## src/rtl/oled_pkg.sv

```systemverilog
// oled_pkg: shared state encoding, SSD1306 command bases and glyph geometry for the glyph writer.
package oled_pkg;
  typedef enum logic [2:0] {ST_IDLE, ST_CMD, ST_FETCH, ST_DATA, ST_FIN} state_t;
  localparam logic [7:0] CMD_PAGE_BASE = 8'hB0;
  localparam logic [7:0] CMD_COL_LO = 8'h00;
  localparam logic [7:0] CMD_COL_HI = 8'h10;
  localparam int GLYPH_W_NARROW = 8;
  localparam int GLYPH_W_WIDE = 16;
  localparam int FONT_IDX_W = 9;
  function automatic logic [7:0] page_cmd(input logic [2:0] pg, input logic row);
    logic [2:0] p;
    p = pg + {2'b00, row};
    return CMD_PAGE_BASE | {5'd0, p};
  endfunction
endpackage

```

## src/rtl/oled_byte_skid.sv

```systemverilog
// oled_byte_skid: one-entry output register holding a byte until the transmitter accepts it.
module oled_byte_skid (
  input  logic       sys_clk,
  input  logic       rst,
  input  logic       i_load,
  input  logic [7:0] i_byte,
  input  logic       i_dc,
  input  logic       i_ready,
  output logic [7:0] o_byte,
  output logic       o_dc,
  output logic       o_valid
);
  always_ff @(posedge sys_clk or posedge rst)
    if (rst) begin
      o_byte <= 8'd0;
      o_dc <= 1'b0;
      o_valid <= 1'b0;
    end else if (i_load) begin
      o_byte <= i_byte;
      o_dc <= i_dc;
      o_valid <= 1'b1;
    end else if (o_valid && i_ready) begin
      o_valid <= 1'b0;
    end
endmodule

```

## src/rtl/oled_glyph_writer.sv

```systemverilog
// oled_glyph_writer: reads a glyph from the font ROM and streams SSD1306 page/column commands plus data bytes.
// Optional OLED_GLYPH_INVERT_EN adds an invert input that complements data bytes.
module oled_glyph_writer
  import oled_pkg::*;
(
  input  logic                  sys_clk,
  input  logic                  rst,
  input  logic                  start,
  input  logic [5:0]            glyph_sel,
  input  logic                  glyph_wide,
  input  logic [2:0]            page,
  input  logic [6:0]            col,
`ifdef OLED_GLYPH_INVERT_EN
  input  logic                  invert,
`endif
  output logic                  busy,
  output logic                  done,
  output logic [5:0]            font_sel,
  output logic                  font_row,
  output logic [FONT_IDX_W-1:0] index,
  input  logic [7:0]            font_data,
  output logic [7:0]            tx_byte,
  output logic                  tx_dc,
  output logic                  tx_valid,
  input  logic                  tx_ready
);
  state_t r_state, w_next;
  logic r_wide, r_row, r_inv;
  logic [2:0] r_page;
  logic [6:0] r_col;
  logic [1:0] r_cnt;
  logic w_hs, w_last, w_load, w_dc, w_inv_in;
  logic [7:0] w_byte, w_data;
`ifdef OLED_GLYPH_INVERT_EN
  assign w_inv_in = invert;
`else
  assign w_inv_in = 1'b0;
`endif
  assign w_hs = tx_valid & tx_ready;
  assign w_last = index == FONT_IDX_W'(r_wide ? GLYPH_W_WIDE - 1 : GLYPH_W_NARROW - 1);
  assign w_data = font_data ^ {8{r_inv}};
  assign busy = r_state != ST_IDLE;
  assign done = r_state == ST_FIN;
  always_comb begin
    w_next = r_state;
    w_load = 1'b0;
    w_byte = w_data;
    w_dc = 1'b0;
    case (r_state)
      ST_IDLE: begin
        w_next = start ? ST_CMD : ST_IDLE;
        w_load = start;
        w_byte = page_cmd(page, 1'b0);
      end
      ST_CMD: begin
        w_next = (w_hs && r_cnt == 2'd2) ? ST_FETCH : ST_CMD;
        w_load = w_hs && r_cnt != 2'd2;
        w_byte = r_cnt == 2'd0 ? (CMD_COL_LO | {4'd0, r_col[3:0]}) : (CMD_COL_HI | {5'd0, r_col[6:4]});
      end
      ST_FETCH: begin
        w_next = r_cnt[0] ? ST_DATA : ST_FETCH;
        w_load = r_cnt[0];
        w_dc = 1'b1;
      end
      ST_DATA: begin
        w_next = !w_hs ? ST_DATA : !w_last ? ST_FETCH : !r_row ? ST_CMD : ST_FIN;
        w_load = w_hs && w_last && !r_row;
        w_byte = page_cmd(r_page, 1'b1);
      end
      ST_FIN: w_next = ST_IDLE;
      default: w_next = ST_IDLE;
    endcase
  end
  always_ff @(posedge sys_clk or posedge rst)
    if (rst) begin
      r_state <= ST_IDLE;
      r_wide <= 1'b0;
      r_row <= 1'b0;
      r_inv <= 1'b0;
      r_page <= 3'd0;
      r_col <= 7'd0;
      r_cnt <= 2'd0;
      font_sel <= 6'd0;
      font_row <= 1'b0;
      index <= '0;
    end else begin
      r_state <= w_next;
      case (r_state)
        ST_IDLE: if (start) begin
          font_sel <= glyph_sel;
          r_wide <= glyph_wide;
          r_page <= page;
          r_col <= col;
          r_inv <= w_inv_in;
          r_row <= 1'b0;
          r_cnt <= 2'd0;
        end
        ST_CMD: if (w_hs) begin
          r_cnt <= r_cnt == 2'd2 ? 2'd0 : r_cnt + 2'd1;
          if (r_cnt == 2'd2) begin
            font_row <= r_row;
            index <= '0;
          end
        end
        ST_FETCH: r_cnt <= r_cnt[0] ? 2'd0 : 2'd1;
        ST_DATA: if (w_hs) begin
          if (!w_last) index <= index + 1'b1;
          else r_row <= 1'b1;
        end
        default: ;
      endcase
    end
  oled_byte_skid u_skid (
    .sys_clk(sys_clk),
    .rst(rst),
    .i_load(w_load),
    .i_byte(w_byte),
    .i_dc(w_dc),
    .i_ready(tx_ready),
    .o_byte(tx_byte),
    .o_dc(tx_dc),
    .o_valid(tx_valid)
  );
endmodule

```

## config.mk

```make
export PLATFORM = sky130hd
export DESIGN_NAME = oled_glyph_writer
export DESIGN_NICKNAME = d
export VERILOG_FILES = /design/src/rtl/oled_pkg.sv /design/src/rtl/oled_byte_skid.sv /design/src/rtl/oled_glyph_writer.sv
export SDC_FILE = /design/constraint.sdc
export NUM_CORES = 1
export LEC_CHECK = 0
export ABC_AREA = 1
export CELL_PAD_IN_SITES_DETAIL_PLACEMENT = 0
export CELL_PAD_IN_SITES_GLOBAL_PLACEMENT = 2
export CORE_MARGIN = 2
export CORE_UTILIZATION = 29
export DETAILED_ROUTE_END_ITERATION = 8
export PLACE_DENSITY = 0.82
export SLEW_MARGIN = 40
export SYNTH_ARGS = -nofsm -noshare
export SYNTH_HDL_FRONTEND = slang
export SYNTH_SLANG_ARGS = --single-unit
```

## constraint.sdc

```tcl
create_clock -name sys_clk -period 2.71 [get_ports sys_clk]
set_input_delay 0.4065 -clock sys_clk [delete_from_list [all_inputs] [get_ports sys_clk]]
set_output_delay 0.4065 -clock sys_clk [all_outputs]
set_load 0.1 [all_outputs]
```

# [After elaboration in Yosys (flattened, before gate mapping)]
# Cells that the tools add are included.
[classes] mux=28 addsub=3 eq_ne=13 reduce_logical=18 n_bitwise=1
[op_table] op="2-to-1 mux 9 bit" n=4
[op_table] op="case mux 8 bit (3 select lines)" n=1
[op_table] op="case mux 9 bit (2 select lines)" n=1
[op_table] op="!= test 2 bit, second input constant" n=7
[op_table] op="case mux 3 bit (4 select lines)" n=1
[op_table] op="adder 9 x 1 -> 9 bit, second input constant" n=1
[op_table] op="equality test 9 x 4 -> 1 bit" n=1
[op_table] op="2-to-1 mux 1 bit" n=9
[op_table] op="2-to-1 mux 3 bit" n=3
[op_table] op="2-to-1 mux 2 bit" n=4
[op_table] op="equality test 3 x 2 -> 1 bit, second input constant" n=2
[op_table] op="case mux 2 bit (3 select lines)" n=1
[op_table] op="AND reduction 3 bit" n=2
[op_table] op="nonzero test 2 bit" n=3
[op_table] op="nonzero test 3 bit" n=2
[op_table] op="logical AND 1 bit" n=5
[op_table] op="2-to-1 mux 5 bit" n=1
[op_table] op="AND reduction 5 bit" n=1
[op_table] op="2-to-1 mux 4 bit" n=1
[op_table] op="case mux 1 bit (4 select lines)" n=1
[op_table] op="AND reduction 4 bit" n=1
[op_table] op="adder 3 x 1 -> 3 bit, second input constant" n=1
[op_table] op="equality test 3 x 1 -> 1 bit, second input constant" n=1
[op_table] op="equality test 3 bit, second input constant" n=1
[op_table] op="8 further kinds" n=8
[word_totals] wordCells=75 register_bits=43 input_bits=29 out_inout_bits=28

# [Logic depth before layout (Yosys ltp)]
# Gate-level depths: netlist of the first run.
[depth] word_depth=6 ltp_mapped=9 mapped_depth_nobuf=9

# [Modules after synthesis]
# Synthesis of the first run repeated with hierarchy kept, for this count alone.
[unflattened] hier_cells=313 area_unflattened_um2=2273.4
[by_module_without_submodules] module="oled_glyph_writer" area_per_inst_um2=1891.8 seq_area_each_um2=825.8 n_inst=1 cells_per_inst=270
[by_module_without_submodules] module="oled_byte_skid" area_per_inst_um2=381.6 seq_area_each_um2=250.2 n_inst=1 cells_per_inst=43

# [Worst setup path after synthesis of the first run]
# No wires, ideal clock.
[synth_path] path_kind="reg-to-output" from="register r_state[1]" to="output done" path_slack_ns=0.468 path_buffers=0 arrival_time_ns=1.835 path_stages_with_launch=4 required_time_ns=2.304 cell_sequence="dfrtp_1 -> inv_1 -> nand2_2 -> nor2_1"
[synth_via] elab_chain_cells=1
[synth_rtl] element="start, declared" line="oled_glyph_writer.sv:27" text="state_t r_state, w_next;"
[synth_rtl] element="start signal, assigned" line="oled_glyph_writer.sv:87" text="r_state <= w_next;"
[synth_rtl] element="equality test 3 bit" line="oled_glyph_writer.sv:43" text="assign done = r_state == ST_FIN;"
[synth_rtl] element="end, declared" line="oled_glyph_writer.sv:17" text="output logic done,"
# No other way between the ends.

# [Final worst setup path of the first run]
[layout_path] from="register index[0]" to="register u_skid.o_byte[5]"
[layout_via] elab_chain_cells=4
[layout_rtl] element="start, declared" line="oled_glyph_writer.sv:20" text="output logic [FONT_IDX_W-1:0] index,"
[layout_rtl] element="start signal, assigned" line="oled_glyph_writer.sv:107" text="if (!w_last) index <= index + 1'b1;"
[layout_rtl] element="equality test 9 x 4 -> 1 bit" line="oled_glyph_writer.sv:40" text="assign w_last = index == FONT_IDX_W'(r_wide ? GLYPH_W_WIDE - 1 : GLYPH_W_NARROW - 1);"
[layout_rtl] element="logical AND 1 bit (2 in a row)" line="oled_glyph_writer.sv:67" text="w_load = w_hs && w_last && !r_row;"
[layout_rtl] element="case mux 1 bit (4 select lines)" line="oled_glyph_writer.sv:49" text="case (r_state)"
[layout_rtl] element="end signal, assigned" line="oled_byte_skid.sv:19" text="o_byte <= i_byte;"
[layout_rtl] element="end, declared" line="oled_byte_skid.sv:9" text="output logic [7:0] o_byte,"
# No other way between the ends.
# A chain may end at the register's enable or synchronous reset.

==> flow_summary.json, run 1 <==
{
  "cts_tree": "yes",
  "placed_area_um2": 2920,
  "cp_top_family": "simple AND/OR/NAND/NOR gates",
  "hold_start": "r_row",
  "setup_slack_ps": 787,
  "timing_worst_setup_path_type": "flop to flop",
  "fin_skew_ps": 7.07,
  "ys_seq_area_frac": 0.466,
  "dieArea_um2": 8690,
  "power.leakage_uw": 0.00158,
  "rsz0062_at_grt": "false",
  "start_util": 0.299,
  "overflow": 0,
  "area_growth_pct": 29.7,
  "slew_violations": 0,
  "drt_iter0_drc": 86,
  "synth-seq-cells": 43,
  "critPathCaptureType": "flop",
  "final_common_cell": "nand2_1",
  "rows": 32,
  "ff2ff_path_depth": 9,
  "yosys_warnings": 0,
  "hold_buffers": 0,
  "cap_violations": 0,
  "syn_avg_cell_area_um2": 7.06,
  "setup_viol": 0,
  "cts_max_level": 2,
  "cpMostUsedCell": "nand2_1",
  "status": "finished, final reports clean",
  "hold_viol_final": 0,
  "post-route-period-util": 0.709,
  "clkSinkCount": 43,
  "holdPathEnd": "r_state[0]",
  "dp_hpwl_um": 4400,
  "place.gp.congestion": 0.774,
  "p_per_area_nw_per_um2": 1120,
  "slew_headroom": 0.624,
  "max_stage_delay_ps": 470,
  "crit_required_ps": 2940,
  "placed_cells": 482,
  "min_path_type": "flop to flop",
  "yosysTopAreaCellShare": 0.466,
  "nets": 418,
  "core-area_um2": 7730,
  "final_cell_count_no_fill": 490,
  "layout_common_cells": "nand2_1 (158), dfrtp_1 (43), buf_4 (32)",
  "cts_resized": 0,
  "antenna_found_initial": 0,
  "ys_types": 26,
  "holdPathStages": 1,
  "cp_cell_sequence": "ha_1, nand2_1, inv_1, nand2_1, nor2_1, nand4_1, nand2_1, nand2_1, nand2_1",
  "design_area_um2": 3000,
  "vias_per_cell": 4.37,
  "r2r_slack_ps": 790,
  "drtAntennaViolNets": 0,
  "syn_inst": 327,
  "cts_setup_buffers": 0,
  "fmax_mhz": 520,
  "die_height_um": 93.2,
  "clkLatencyLatePin_ps": 300,
  "synthTopCellsByArea": "dfrtp_1 (47%), nand2_1 (26%), nand3_1 (6.7%), nor2_1 (4.4%), inv_1 (3.6%)",
  "cts_buffers": 5,
  "finalWorstPathRequiredPeriod_ps": 1920,
  "clockBufferDepth": 2,
  "yosysTopAreaCell": "dfrtp_1",
  "dp_slack_ps": 575,
  "reg2reg_to": "u_skid.o_byte[5]",
  "diodes": 0,
  "grt_pass1_vias": 2169,
  "synth.net_count": 358,
  "cts_root_buf": "clkbuf_8",
  "path_clk_slew_ps": 80,
  "synth_area_um2": 2310,
  "critical_path.max_fanout": 7,
  "tns_ps": 0,
  "first_pass_iters": 4,
  "ir_worst_vdd_uv": 561,
  "finalWirelength_um": 6020,
  "grt_max_degree": 44,
  "grt_first_pass_wirelength_um": 10500,
  "grt_usage": 0.153,
  "vias": 2141,
  "path_buf_inv": 1,
  "drive_gt1_frac": 0.126,
  "post_drt_wl_per_cell_um": 12.3,
  "tightest_slew_ps": 563,
  "ios": 57,
  "worstPathArrival_ps": 2160,
  "regToRegStartpoint": "index[0]",
  "drc_errors": 0,
  "worstSetupStartpointType": "flop",
  "p_total_uw": 3370,
  "portBuffers": 56,
  "slowest_stage": "dfrtp_1",
  "die_w_um": 93.2
}
[cell usage after synthesis (all sizes together)]
library cell    n
clkbuf          1
o31ai           1
or2             1
clkinv          1
a21oi           2
buf             6
ha              2
nor3            2
dfrtp          43
inv            25
nand4           5
xor2            2
o211ai          1
o21ai          10
nand3          31
nor2           29
o2111ai         1
nand2         163
nor4            1
[power by group]
group | switching [uW] | internal, uW
logic | 1480 | 457
registers | 169 | 859
clock network | 222 | 181
total | 1870 | 1500
[kinds of logic after synthesis]
kind of cell,after synthesis,share of synthesized area
XOR/XNOR,2,0.00759
buffers and inverters,33,0.0607
flip-flops,43,0.466
AO/OA/AOI/OAI,15,0.0363
adder cells (fa/ha/maj),2,0.0108
AND/OR/NAND/NOR,232,0.419
[stage by stage]
stage                util  hold WS [ps]
floorplan               -           430
global placement    0.377           440
detailed placement  0.377           453
CTS                 0.388           458
global route        0.388           485
finish              0.388           451
[state kept, by name (all words and copies together), names as in the netlist]
| name | flops |
|---|---|
| r_state | 3 |
| u_skid.o_byte | 8 |
| index | 9 |
| r_wide | 1 |
| u_skid.o_valid | 1 |
| r_row | 1 |
| r_cnt | 2 |
| font_row | 1 |
| r_col | 7 |
| u_skid.o_dc | 1 |
| font_sel | 6 |
| r_page | 3 |
[final cells by class]
cell class | instances | area, um2
inverters | 26 | 97.6
repair buffers | 60 | 520
multi-input cells | 251 | 1090
clock buffers | 7 | 76.3
fillers | 852 | 4730
clock inverters | 1 | 5.00
flip-flops and latches | 43 | 1080
well taps | 102 | 128
[per-layer routing]
layer / vias to the layer above / share of wire / GRT usage
met1: 943 / 0.51 / 0.215
li1: 1141 / - / -
met2: 50 / 0.43 / 0.238
met3: 7 / 0.048 / 0.0330
met5: - / 0 / 0
met4: 0 / 0.012 / 0.0404
[worst max-delay path by stage]
| stage | start | to | slack, ps | cells after the start |
|---|---|---|---|---|
| detailed placement | start | u_skid.o_byte[5] | 580 | 7 |
| finish | index[0] | u_skid.o_byte[5] | 790 | 9 |
| global placement | start | u_skid.o_byte[2] | 640 | 7 |
| CTS | index[0] | u_skid.o_byte[5] | 800 | 9 |
| global route | index[0] | u_skid.o_byte[0] | 550 | 9 |
| floorplan | r_state[1] | done | 470 | 3 |
Note: power is estimated with default switching activity, not from simulation.
==> run 2, diff against run 1 <==
--- a/config.mk
+++ b/config.mk
@@ -9,9 +9,9 @@
 export CELL_PAD_IN_SITES_DETAIL_PLACEMENT = 0
 export CELL_PAD_IN_SITES_GLOBAL_PLACEMENT = 2
 export CORE_MARGIN = 2
-export CORE_UTILIZATION = 29
+export CORE_UTILIZATION = 27
 export DETAILED_ROUTE_END_ITERATION = 8
-export PLACE_DENSITY = 0.82
+export PLACE_DENSITY = 0.77
 export SLEW_MARGIN = 40
 export SYNTH_ARGS = -nofsm -noshare
 export SYNTH_HDL_FRONTEND = slang
==> constraint.sdc (replaced) <==
create_clock -name sys_clk -period 1.9 [get_ports sys_clk]
set_input_delay 0.285 -clock sys_clk [delete_from_list [all_inputs] [get_ports sys_clk]]
set_output_delay 0.285 -clock sys_clk [all_outputs]
set_load 0.1 [all_outputs]
==> flow_summary.json, run 2 (synthesized netlist as in run 1, its figures left out) <==
{
  "cpMostUsedCell": "nand2_1",
  "status": "finished, final reports clean",
  "path_clk_slew_ps": 90,
  "drtAntennaViolNets": 0,
  "largest_register": "index",
  "slew_headroom": 0.676,
  "max_stage_delay_ps": 360,
  "grt_usage": 0.151,
  "dp_hpwl_um": 4860,
  "portBuffers": 56,
  "cp_cell_sequence": "ha_1, nand2_1, inv_1, nand2_1, nor2_1, nand4_1, buf_4, nand3_1, nand2_1",
  "nets": 425,
  "setup_viol": 0,
  "die_height_um": 96.5,
  "area_growth_pct": 37.4,
  "ios": 57,
  "vias_per_cell": 4.46,
  "drive_gt1_frac": 0.165,
  "final_common_cell": "nand2_1",
  "tns_ps": 0,
  "slowest_stage": "dfrtp_2",
  "layout_common_cells": "nand2_1 (158), dfrtp_1 (37), buf_4 (32)",
  "critPathCaptureType": "flop",
  "largest_reg_flops": 9,
  "grt_pass1_vias": 2155,
  "fmax_mhz": 596,
  "hold_buffers": 0,
  "final_cell_count_no_fill": 500,
  "worstSetupStartpointType": "flop",
  "rsz0062_at_grt": "false",
  "core-area_um2": 8260,
  "overflow": 0,
  "reg_top3": "index (9), u_skid.o_byte (8), r_col (7)",
  "post_drt_wl_per_cell_um": 12.8,
  "clkLatencyLatePin_ps": 290,
  "dieArea_um2": 9310,
  "cts_tree": "yes",
  "clkSinkCount": 43,
  "diodes": 0,
  "cts_buffers": 5,
  "clockBufferDepth": 2,
  "drt_iter0_drc": 102,
  "first_pass_iters": 4,
  "slew_violations": 0,
  "vias": 2231,
  "power.leakage_uw": 0.00163,
  "die_w_um": 96.5,
  "fin_skew_ps": 8.31,
  "ir_worst_vdd_uv": 946,
  "tightest_slew_ps": 482,
  "timing_worst_setup_path_type": "flop to flop",
  "drc_errors": 0,
  "post-route-period-util": 0.883,
  "antenna_found_initial": 0,
  "rows": 33,
  "hold_viol_final": 0,
  "placed_cells": 492,
  "p_per_area_nw_per_um2": 1550,
  "finalWorstPathRequiredPeriod_ps": 1680,
  "finalWirelength_um": 6410,
  "grt_max_degree": 24,
  "cap_violations": 0,
  "cts_root_buf": "clkbuf_8",
  "start_util": 0.280,
  "cts_setup_buffers": 0,
  "worstPathArrival_ps": 1860,
  "critical_path.max_fanout": 10,
  "min_path_type": "input pin to asynchronous set/reset pin",
  "cts_max_level": 2,
  "grt_first_pass_wirelength_um": 10800,
  "crit_required_ps": 2090,
  "place.gp.congestion": 0.781,
  "cts_resized": 0
}
==> run 2: area by class of cell <==
type,instances,area [um2]
repair buffers,67,661
multi-input cells,251,1100
well taps,105,131
clock buffers,8,100
flip-flops and latches,43,1080
inverters,26,97.6
fillers,904,5080
==> run 2: report_power, final <==
group / total (uW) / leakage, uW / internal (uW) / switching [uW]
registers: 1450 / 0.000542 / 1230 / 221
logic: 2830 / 0.00104 / 694 / 2130
clock network: 644 / 0.0000515 / 332 / 311
==> run 2: worst max-delay path: cells and delay by family, from the launching register on <==
kind,cells,cell delay [ps]
buf+inv,2,300
flops,1,360
simple gates,6,650
fa+ha+maj,1,250
==> run 2: final timing paths <==
path	from	to	slack (ps)	depth (start not counted)
min	rst	index[7]	240	2
max reg2reg	index[0]	u_skid.o_byte[7]	220	9
min in group sys_clk	r_row	r_state[0]	450	1
min reg2reg	r_row	r_state[0]	450	1
max	index[0]	u_skid.o_byte[7]	220	9
max in group asynchronous	rst	font_sel[2]	1040	3
==> run 2: per-layer routing <==
layer	vias to the layer above	wire, um	track usage
li1	1159	-	-
met1	1024	3220	0.219
met2	46	2850	0.233
met3	2	314	0.0310
met4	0	36	0.0317
met5	-	0	0
==> run 2: per-stage QoR <==
stage / worst slack, ps / area, um2 / power [uW] / hold WS (ps) / utilization
CTS: 232 / 3170 / 4980 / 255 / 0.384
detailed placement: 51.1 / 3070 / 4320 / 451 / 0.372
finish: 222 / 3170 / 4920 / 245 / 0.384
global route: 12.6 / 3170 / 5270 / 256 / 0.384
global placement: 111 / 3070 / 4300 / 437 / 0.372
floorplan: 27.3 / 2320 / 3600 / 395 / -
==> patch 1, RTL diff (flow settings as in run 1) <==
Build with the macro `OLED_GLYPH_INVERT_EN` defined.
--- a/src/rtl/oled_glyph_writer.sv
+++ b/src/rtl/oled_glyph_writer.sv
@@ -1,4 +1,6 @@
 // oled_glyph_writer: reads a glyph from the font ROM and streams SSD1306 page/column commands plus data bytes.
 // Optional OLED_GLYPH_INVERT_EN adds an invert input that complements data bytes.
+`define OLED_GLYPH_INVERT_EN
+
 module oled_glyph_writer
   import oled_pkg::*;
Ports: changed (added invert); port bits go from 57 to 58. No check against the original RTL was run, so the function may have changed too.
==> patch 1 against run 1 <==
  * Worst setup slack got worse by 0.24 ns
  * Cell area grew 6.5%
  * Critical endpoint is now u_skid.o_byte[0]$_DFFE_PP0P_
  * Synthesized cell count up 3.1%
  * Wire length is 13% higher
  * Area after synthesis is 8.1% higher
  * Sequential cell count up 1
  * Sequential share of layout area fell by 1.4 points
  * Critical path depth decreased by 2
  * Global-route usage shrank 0.15 points
  * Worst hold slack improved by 0.011 ns
  * Total power increased by 11%
==> patch 1: results (changes against run 1) <==
- HP Class: input port to async pin (was flip-flop to flip-flop)
- Arrival @ worst endpoint: 2.42 ns (was 2.16 ns)
- Mapped Cells: 337 (was 327)
- Iteration-0 DRC Markers: 123 (was 86)
- Status: complete, no violations (unchanged)
- Rel. slew slack: 46.6% (was 62.4%)
- Vias in the first global route: 2142 (was 2169)
- CP endpoint kind: flip-flop (unchanged)
- Crit path from: r_state[2]$_DFF_PP0_ (was index[0]$_DFFE_PP0P_)
- P_leak: 0.00160 uW (was 0.00158 uW)
- Largest net degree at the start of global routing: 24 (was 44)
- Clk_skew: 0.00829 ns (was 0.00707 ns)
- Seq/Total Area, Yosys: 44.1% (was 46.6%)
- Netlist cell types: 29 (was 26)
- Synth Net Count: 369 (was 358)
- Vias/cell: 4.57 (was 4.37)
- Synth cell count leaders: nand2_1 (147), dfrtp_1 (44), nand3_1 (29) (was nand2_1 (158), dfrtp_1 (43), nand3_1 (31))
- Fraction of layout cells with a size suffix above 1: 15.1% (was 12.6%)
- Nets: 423 (was 418)
- DP Cell Count: 489 (was 482)
- R2r endpoint: u_skid.o_byte[0]$_DFFE_PP0P_ (was u_skid.o_byte[5]$_DFFE_PP0P_)
- Flop-to-flop setup slack: 0.55 ns (was 0.79 ns)
- Layout Cells excl Fill: 497 (was 490)
- CP top delay family: simple AND/OR/NAND/NOR gates (unchanged)
- First-pass GRT wire length: 11.5 mm (was 10.5 mm)
- DR WL/cell: 13.7 um (was 12.3 um)
- Hpwl dp: 4.86 mm (was 4.40 mm)
- Worst-path maximum fanout: 15 (was 7)
- Total track usage: 15.1% (was 15.3%)
- Postcts setup bufs: 0 (unchanged)
- GP Congestion: 0.778 (was 0.774)
- Initial antenna violation count: 0 (unchanged)
- R2R depth: 7 (was 9)
- Synth area leaders: dfrtp_1 (44%), nand2_1 (22%), nand3_1 (5.8%), nor2_1 (3.9%), inv_1 (2.4%) (was dfrtp_1 (47%), nand2_1 (26%), nand3_1 (6.7%), nor2_1 (4.4%), inv_1 (3.6%))
- DR pass1 iterations: 5 (was 4)
- Peak VDD IR: 480 uV (was 561 uV)
- Port bufs: 57 (was 56)
[patch 1: cell count changes in the layout (fill, tap and decap cells not counted), moves of 3 or more]
| cell | run 1 | this run |
|---|---|---|
| xor2_1 | 2 | 5 |
| o21ai_1 | 1 | 4 |
| inv_1 | 22 | 15 |
| xnor2_1 | 0 | 5 |
| nand2_1 | 158 | 147 |
| inv_2 | 3 | 8 |
| buf_4 | 32 | 29 |
[patch 1: area by class of cell]
cell class	instances	area [um2]
Fill cell	863	5110
Multi-Input combinational cell	258	1220
Sequential cell	44	1100
Timing Repair Buffer	59	528
Tap cell	105	131
Inverter	23	86.3
Clock buffer	6	82.6
Clock inverter	2	38.8
[patch 1: metal layers]
layer | wire length (um) | vias up | global-route usage, %
li1 | - | 1181 | -
met1 | 3340 | 1037 | 22.3
met2 | 3060 | 47 | 22.8
met3 | 326 | 8 | 2.89
met4 | 76 | 0 | 3.90
met5 | 0 | - | 0
[patch 1: metrics by stage]
stage	worst slack [ns]	cell area (um2)	total power (uW)	hold WS [ns]
final	0.550	3190	3730	0.462
after global routing	0.298	3190	3970	0.505
after CTS	0.570	3190	3760	0.488
after detailed placement	0.533	3070	3200	0.464
after global placement	0.573	3070	3200	0.457
after floorplan	0.437	2500	2720	0.443
[patch 1: cell families after synthesis]
group / synth area share [%]
AND/OR/NAND/NOR: 39.8
flip-flops: 44.1
buffers and inverters: 6.92
AO/OA/AOI/OAI: 4.66
XOR/XNOR: 3.51
adder cells (fa/ha/maj): 1.00
[patch 1: power breakdown]
part	leakage (uW)	internal, uW	total (uW)	switching (uW)
clock network	0.0000614	302	548	246
logic	0.000975	515	2100	1580
registers	0.000563	882	1080	200
==> patch 2, RTL diff (flow settings as in run 1) <==
Without the edit above. The 5 states of `state_t` get a one-hot encoding in 5 bits.
--- a/src/rtl/oled_pkg.sv
+++ b/src/rtl/oled_pkg.sv
@@ -1,5 +1,5 @@
 // oled_pkg: shared state encoding, SSD1306 command bases and glyph geometry for the glyph writer.
 package oled_pkg;
-  typedef enum logic [2:0] {ST_IDLE, ST_CMD, ST_FETCH, ST_DATA, ST_FIN} state_t;
+  typedef enum logic [4:0] {ST_IDLE = 5'b00001, ST_CMD = 5'b00010, ST_FETCH = 5'b00100, ST_DATA = 5'b01000, ST_FIN = 5'b10000} state_t;
   localparam logic [7:0] CMD_PAGE_BASE = 8'hB0;
   localparam logic [7:0] CMD_COL_LO = 8'h00;
Behaviour: no difference found for any inputs over 10 cycles, from zero or initial values and one cycle with rst high; not proved beyond that.
==> patch 2 against run 1 <==
  * Non-clock buffer count down 2
  * Clock skew up 0.0061 ns
  * Wire length is 4.6% higher
  * Global-route usage decreased by 0.37 points
  * Critical path depth shrank 5
  * Worst setup slack worse by 0.13 ns
  * Die area is 4.5% higher
  * Cell count increased by 0.82%
  * Sequential cell count is 2 higher
  * Area after synthesis increased by 4.7%
  * Worst hold slack worse by 0.0012 ns
  * Cell area grew 4.9%
  * Total power is 5.4% lower
  * Largest cell class unchanged
==> patch 2: results (changes against run 1) <==
- Status: complete, no violations (unchanged)
- CP top delay family: flip-flops (was simple AND/OR/NAND/NOR gates)
- Seq/Total Area, Yosys: 46.6% (about the same)
- Synth Area in Adders: 1.03% (was 1.08%)
- Total track usage: 14.9% (was 15.3%)
- Largest net degree at the start of global routing: 46 (was 44)
- Fillers: 859 (was 852)
- Synth Area in XOR/XNOR: 1.09% (was 0.758%)
- Die X: 95.3 um (was 93.2 um)
- Post-synthesis compound-gate area fraction: 4.71% (was 3.63%)
- Delay of the slowest cell on the worst path: 0.57 ns (was 0.47 ns)
- Fraction of layout cells with a size suffix above 1: 15.9% (was 12.6%)
- First-pass GRT wire length: 10.4 mm (was 10.5 mm)
- Synth area leaders: dfrtp_1 (46%), nand2_1 (21%), nand3_1 (6.2%), nor2_1 (4.7%), inv_1 (4.3%) (was dfrtp_1 (47%), nand2_1 (26%), nand3_1 (6.7%), nor2_1 (4.4%), inv_1 (3.6%))
- P_leak: 0.00161 uW (was 0.00158 uW)
- HP Class: input port to async pin (was flip-flop to flip-flop)
- Iteration-0 DRC Markers: 88 (was 86)
- Clk_skew: 0.0132 ns (was 0.00707 ns)
- Slowest CP cell: dfstp_2 (was dfrtp_1)
- Rel. slew slack: 63.8% (was 62.4%)
- GP Congestion: 0.787 (was 0.774)
- Peak VDD IR: 544 uV (was 561 uV)
- Vias: 2230 (was 2141)
- Synth top area share: 45.5% (was 46.6%)
- DRT Wirelength: 6.29 mm (was 6.02 mm)
- Nets: 419 (was 418)
-- patch 2: changes by cell type in the layout (fill, tap and decap cells not counted), moves of 3 or more --
cell / delta
o211ai_1: +3
o21ai_0: +6
nor2_4: +3
nand4_2: +4
buf_4: -3
nand2_1: -22
nor2_1: +3
nand2_4: -3
inv_1: +5
nand4_1: -3
-- patch 2: path summary, 6_finish.rpt --
path / slack [ns] / from / to
max: 0.66 / r_state[0]$_DFF_PP1_ / busy
min: 0.45 / rst / r_page[0]$_DFFE_PP0P_
max reg2reg: 0.75 / index[0]$_DFFE_PP0P_ / u_skid.o_byte[5]$_DFFE_PP0P_
min reg2reg: 0.48 / font_sel[2]$_DFFE_PP0P_ / font_sel[2]$_DFFE_PP0P_
max in group asynchronous: 1.98 / rst / r_state[0]$_DFF_PP1_
min in group sys_clk: 0.48 / font_sel[2]$_DFFE_PP0P_ / font_sel[2]$_DFFE_PP0P_
-- patch 2: kinds of logic (layout without fill, tap and decap cells) --
| kind of cell | after synthesis | in the layout |
|---|---|---|
| xor gates and xnor gates | 3 | 3 |
| buffers and inverters | 36 | 98 |
| adders and majority gates | 2 | 2 |
| DFF | 45 | 45 |
| and+or+nand+nor | 221 | 221 |
| AOI/OAI and AO/OA | 20 | 20 |
-- patch 2: final cells by class --
cell class | instances | area share [%]
clock buffer | 7 | 2.75
clock inverter | 1 | 0.239
inverter | 32 | 3.82
multi-input combinational | 246 | 36.7
sequential | 45 | 35.9
tap | 105 | 4.18
timing repair buffer | 58 | 16.5
-- patch 2: worst register-to-register path: cells and delay by family (launching register included) --
kind / cells / cell delay [ns]
and+or+nand+nor: 7 / 1.17
DFF: 1 / 0.45
adders and majority gates: 1 / 0.20
buffers and inverters: 1 / 0.10
-- patch 2: where the power goes --
group / total (uW) / switching [uW] / leakage (uW) / internal, uW
Combinational: 1750 / 1340 / 0.000980 / 408
Sequential: 999 / 123 / 0.000583 / 876
Clock: 441 / 233 / 0.0000445 / 208
-- patch 2: layer usage --
layer | GRT usage (%) | share of wire [%]
met1 | 19.8 | 47
met2 | 24.8 | 47
met3 | 2.53 | 4.2
met4 | 4.71 | 1.6
met5 | 0 | 0
-- patch 2: stage by stage --
step	hold WS, ns	cell area [um2]	setup WS (ns)	instances
floorplan	0.449	2420	0.117	327
global placement	0.466	3050	0.664	486
detailed placement	0.468	3050	0.625	486
CTS	0.451	3140	0.653	494
global route	0.492	3140	0.532	494
finish	0.450	3140	0.660	494
